[src/rtl/fetch_ctrl.sv]
// fetch_ctrl: in-order instruction fetch with credit-limited requests, tagged response FIFO and redirect flush
// Ports:
//   clk, rst              clock, asynchronous active-high reset
//   pc / next_pc          current PC in, PC register D input out
//   imem_req_*            fetch request handshake, address == pc
//   imem_rsp_*            in-order responses, no backpressure
//   redirect_valid/_pc    taken branch/jump, target is word-aligned
//   inst_*                FIFO head {pc, instr} to decode, valid/ready
module fetch_ctrl #(
    parameter int DEPTH = 4
) (
    input  logic        clk,
    input  logic        rst,
    input  logic [31:0] pc,
    output logic [31:0] next_pc,
    output logic        imem_req_valid,
    input  logic        imem_req_ready,
    output logic [31:0] imem_req_addr,
    input  logic        imem_rsp_valid,
    input  logic [31:0] imem_rsp_data,
    input  logic        redirect_valid,
    input  logic [31:0] redirect_pc,
    output logic        inst_valid,
    input  logic        inst_ready,
    output logic [31:0] inst_data,
    output logic [31:0] inst_pc
);
    localparam int AW = $clog2(DEPTH);
    typedef logic [AW:0] cnt_t;
    typedef logic [AW-1:0] ptr_t;

    logic [31:0] fifo_pc_q [DEPTH];
    logic [31:0] fifo_data_q [DEPTH];
    logic [31:0] tag_q [DEPTH];
    ptr_t wr_q, wr_d, rd_q, rd_d, twr_q, twr_d, trd_q, trd_d;
    cnt_t cnt_q, cnt_d, out_q, out_d, drop_q, drop_d;
    logic [AW+1:0] used;
    logic hs, rsp_ok, push, pop;

    // Credits cover both buffered words and requests in flight, so the FIFO can never overflow
    always_comb begin
        used           = {1'b0, out_q} + {1'b0, cnt_q};
        imem_req_valid = !rst && !redirect_valid && (used < (AW+2)'(DEPTH));
        imem_req_addr  = pc;
        hs             = imem_req_valid && imem_req_ready;
        rsp_ok         = imem_rsp_valid && (out_q != '0);
        push           = rsp_ok && (drop_q == '0) && !redirect_valid;
        inst_valid     = cnt_q != '0;
        pop            = inst_valid && inst_ready && !redirect_valid;
        inst_pc        = fifo_pc_q[rd_q];
        inst_data      = fifo_data_q[rd_q];
        next_pc        = redirect_valid ? (redirect_pc & ~32'h3) : hs ? pc + 32'd4 : pc;
        out_d          = out_q + cnt_t'(hs) - cnt_t'(rsp_ok);
        // On redirect everything still in flight after this cycle belongs to the wrong path
        drop_d         = redirect_valid ? out_q - cnt_t'(rsp_ok) :
                         (rsp_ok && drop_q != '0) ? drop_q - cnt_t'(1) : drop_q;
        wr_d           = wr_q + ptr_t'(push);
        rd_d           = redirect_valid ? wr_q : rd_q + ptr_t'(pop);
        cnt_d          = redirect_valid ? '0 : cnt_q + cnt_t'(push) - cnt_t'(pop);
        twr_d          = twr_q + ptr_t'(hs);
        trd_d          = trd_q + ptr_t'(rsp_ok);
    end

    always_ff @(posedge clk or posedge rst) begin
        if (rst) begin
            wr_q   <= '0;
            rd_q   <= '0;
            twr_q  <= '0;
            trd_q  <= '0;
            cnt_q  <= '0;
            out_q  <= '0;
            drop_q <= '0;
        end else begin
            wr_q   <= wr_d;
            rd_q   <= rd_d;
            twr_q  <= twr_d;
            trd_q  <= trd_d;
            cnt_q  <= cnt_d;
            out_q  <= out_d;
            drop_q <= drop_d;
        end
    end

    always_ff @(posedge clk) begin
        if (push) begin
            fifo_pc_q[wr_q]   <= tag_q[trd_q];
            fifo_data_q[wr_q] <= imem_rsp_data;
        end
        if (hs) tag_q[twr_q] <= pc;
    end
endmodule

[config.mk]
export PLATFORM = sky130hd
export DESIGN_NAME = fetch_ctrl
export DESIGN_NICKNAME = d
export VERILOG_FILES = /design/src/rtl/fetch_ctrl.sv
export SDC_FILE = /design/constraint.sdc
export NUM_CORES = 1
export LEC_CHECK = 0
export ABC_AREA = 0
export ABC_CLOCK_PERIOD_IN_PS = 13970
export CORE_UTILIZATION = 59
export CTS_BUF_LIST = sky130_fd_sc_hd__clkbuf_4 sky130_fd_sc_hd__clkbuf_8 sky130_fd_sc_hd__clkbuf_16
export CTS_CLUSTER_DIAMETER = 40
export DETAILED_ROUTE_END_ITERATION = 10
export PLACE_DENSITY = 0.89
export SKIP_LAST_GASP = 1
export SLEW_MARGIN = 5
export SYNTH_ARGS = -nofsm -noshare
export SYNTH_HDL_FRONTEND = slang
export SYNTH_SLANG_ARGS = --single-unit
[constraint.sdc]
create_clock -name clk -period 13.97 [get_ports clk]
set_clock_uncertainty 0.2 [all_clocks]
set_input_delay 2.794 -clock clk [delete_from_list [all_inputs] [get_ports clk]]
set_output_delay 2.794 -clock clk [all_outputs]
set_load 0.01 [all_outputs]
==> impl_metrics.csv <==
group,metric,value,unit
final_layout,multi_input_area,3690,um2
final_layout,fill_cells,1508,
sta,fin_ws,4900,ps
cts,post_cts_buffers,0,
final_layout,regArea,12000,um2
synthesis,postSynthAreaPerCell,20.3,um2
run_status,outcome,"complete, no violations",
drt,vias,8412,
cts,cts-root-buf,"clkbuf_16",
drt,dr.max_layer_used,"met4",
worst_setup_path,cp_slowest_cell,"or4_1",
drt,wirelength,33100,um
grt,grt_pass1_wl,50700,um
worst_setup_path,reg2reg_from,"out_q[2]$_DFF_PP0_",
final_layout,antennaDiodeCount,0,
sta,finalSetupViolCount,0,
final_layout,nets,1127,
drt,wl_per_cell,23.9,um
drt,ant_nets,0,
cts,cts_tree,"built",
worst_setup_path,critical_path_buf_inv_count,3,
worst_setup_path,slowest_delay,810,ps
drt,wl_met1,12400,um
sta,rsz0062_at_grt,"no",
placement,io_buffers,229,
final_layout,drive_gt1_frac,0.201,
synthesis,synth-adder-area-share,0.0142,
sta,fin_tns_setup,0,ps
sta,hold_viol,0,
synthesis,synth_top_area_frac,0.718,
sta,slew_headroom,0.217,
placement,preCtsSetupSlack,4930,ps
cts,cts_inserted_buffers,43,
die,rows,60,
cts,clock_sinks,401,
sta,max_freq,0.110,GHz
synthesis,synthMuxAreaShare,0.141,
synthesis,netlist_instances,790,
sta,min_period,9070,ps
synthesis,ys_warn_count,0,
power_and_ir_drop,vdd_drop_max,104,uV
drt,firstDrtPassIters,5,
synthesis,yosys-top-cells-area,"edfxtp_1 72%, mux4_2 13%, dfrtp_1 2.7%, buf_4 1.5%, ha_1 1.2%",
grt,grt_overflow,0,
worst_setup_path,required,10980,ps
cts,clk_latency,520,ps
placement,dpl.cell_count,1304,
cts,cts_resized,0,
worst_setup_path,crit_chain,"buf_2 -> buf_4 -> or4_4 -> or4_1 -> nor4_1 -> xor2_1 -> mux2_2 -> clkdlybuf4s50_1",
sta,min_period_over_period,0.649,
synthesis,synth.distinct_cells,40,
synthesis,synth-seq-area-share,0.745,
worst_setup_path,path_delay_family,"simple AND/OR/NAND/NOR gates",
synthesis,synthSimpleGateAreaFrac,0.0404,
synthesis,synth_xor_area_frac,0.0213,
worst_setup_path,critical_path_class,"primary input to output pin",
final_layout,fin_cells,1381,
placement,finalWeightedCongestion,0.783,
grt,grt_max_degree,71,
drt,drc,0,
die,pin_count,232,
synthesis,ys_seq_elements,401,
sta,tightestPinTransition,1170,ps
synthesis,synth_top_family_by_area,"multiplexers",
hold_path,min_from,"out_q[2]$_DFF_PP0_",
drt,dr_wl_met3,2470,um
synthesis,synth_compound_area_frac,0.0104,
die,fp.dieW,167,um
power_and_ir_drop,powerDensity,173,nW/um2
worst_setup_path,cp_max_fo,70,
worst_setup_path,crit_path_start,"redirect_valid",
cts,htree_num_levels,2,
hold_path,hold_class,"flop to flop",
placement,dp_hpwl,19500,um
die,die_y,167,um
sta,slew_viol_final,0,
synthesis,synth_most_common_cell,"edfxtp_1",
cts,ctsHoldBuffers,0,
worst_setup_path,cp-start-kind,"primary input",
cts,clk_path_buf_depth,3,
worst_setup_path,arrival,6070,ps
die,design.die.area,27900,um2
synthesis,ys.flop_type,"edfxtp_1",
run,maxCapViolCount,0,
synthesis,synth_commonest_cells,"384 x edfxtp_1, 96 x mux4_2, 39 x nand2_1",
synthesis,synthArstFlopShare,0.0424,
grt,groute.usage.overall,0.245,
die,core_area,26800,um2
drt,vias_per_cell,6.09,
power_and_ir_drop,p_leak,6.46,nW
synthesis,synth_top_cell_by_area,"edfxtp_1",
synthesis,synth_edf_count,384,
grt,grt_pass1_vias,9023,
cts,path_clk_slew,60,ps
drt,wl_met2,17000,um
final_layout,area_growth,23.7,%
grt,antenna_found_initial,0,
worst_setup_path,cp-end-kind,"output pin",
die,initial_core_util,0.599,
drt,drtIter0Drc,697,
final_layout,final_util,0.741,
synthesis,syn_area,16000,um2
synthesis,syn_nets,909,
metrics by stage:
stage	hold slack [ps]	instance area, um2	total power [mW]
3_3_place_gp	340	18500	2.38
5_1_grt	401	19900	3.56
3_5_place_dp	374	18500	2.40
6_report	400	19900	3.43
2_1_floorplan	277	16000	2.03
4_1_cts	398	19900	3.46
registers in the layout, summed over array words and instances (netlist names):
register / cells
fifo_data_q: 128
fifo_pc_q: 128
tag_q: 128
cnt_q: 3
drop_q: 3
out_q: 3
rd_q: 2
trd_q: 2
twr_q: 2
wr_q: 2
per-layer routing:
| layer | GRT usage | vias up |
|---|---|---|
| met4 | 0.104 | 0 |
| met5 | 0 | - |
| met3 | 0.0447 | 83 |
| li1 | - | 3615 |
| met2 | 0.422 | 454 |
| met1 | 0.308 | 4260 |
cell families after synthesis:
kind of cell               count (synthesis)
adders and majority gates                 17
xor gates and xnor gates                  39
AOI/OAI and AO/OA                         32
DFF                                      401
buffers and inverters                     83
muxes                                    105
and+or+nand+nor                          113
cell type report:
| cell class | instances | area share |
|---|---|---|
| timing repair buffer | 241 | 0.120 |
| tap | 341 | 0.0215 |
| clock buffer | 54 | 0.0590 |
| multi-input combinational | 306 | 0.186 |
| inverter | 15 | 0.00284 |
| sequential | 401 | 0.603 |
| clock inverter | 23 | 0.00857 |
layout by cell type (no fill, tap or decap), drive strengths merged, types with 3 or more instances in the layout:
cell and instances:
edfxtp 384, mux2 7, clkinv 16, o21ai 26, ha 15, inv 18
nand4 7, clkdlybuf4s50 228, and3 6, nor3 8, xnor2 21, buf 13
xor2 18, nor4 11, and4 5, mux4 96, a21oi 4, nand3 12
nor2b 3, nor2 10, dfrtp 17, clkbuf 54, nand2 39, clkinvlp 3
path summary, 6_finish.rpt:
check                      depth (start not counted)  slack, ps                 end
min                                                1        400  out_q[2]$_DFF_PP0_
max in group asynchronous                          2      10550   rd_q[1]$_DFF_PP0_
min reg2reg                                        1        400  out_q[2]$_DFF_PP0_
max                                                8       4900         next_pc[23]
min in group asynchronous                          2       2520  cnt_q[1]$_DFF_PP0_
max reg2reg                                       10      10190  out_q[2]$_DFF_PP0_
report_power, final:
| part | internal, mW | switching (mW) | total (mW) |
|---|---|---|---|
| registers | 1.44 | 0.0927 | 1.53 |
| clock network | 0.618 | 0.436 | 1.05 |
| logic | 0.479 | 0.371 | 0.850 |
| total | 2.53 | 0.900 | 3.43 |
Note: power is estimated with default switching activity, not from simulation.
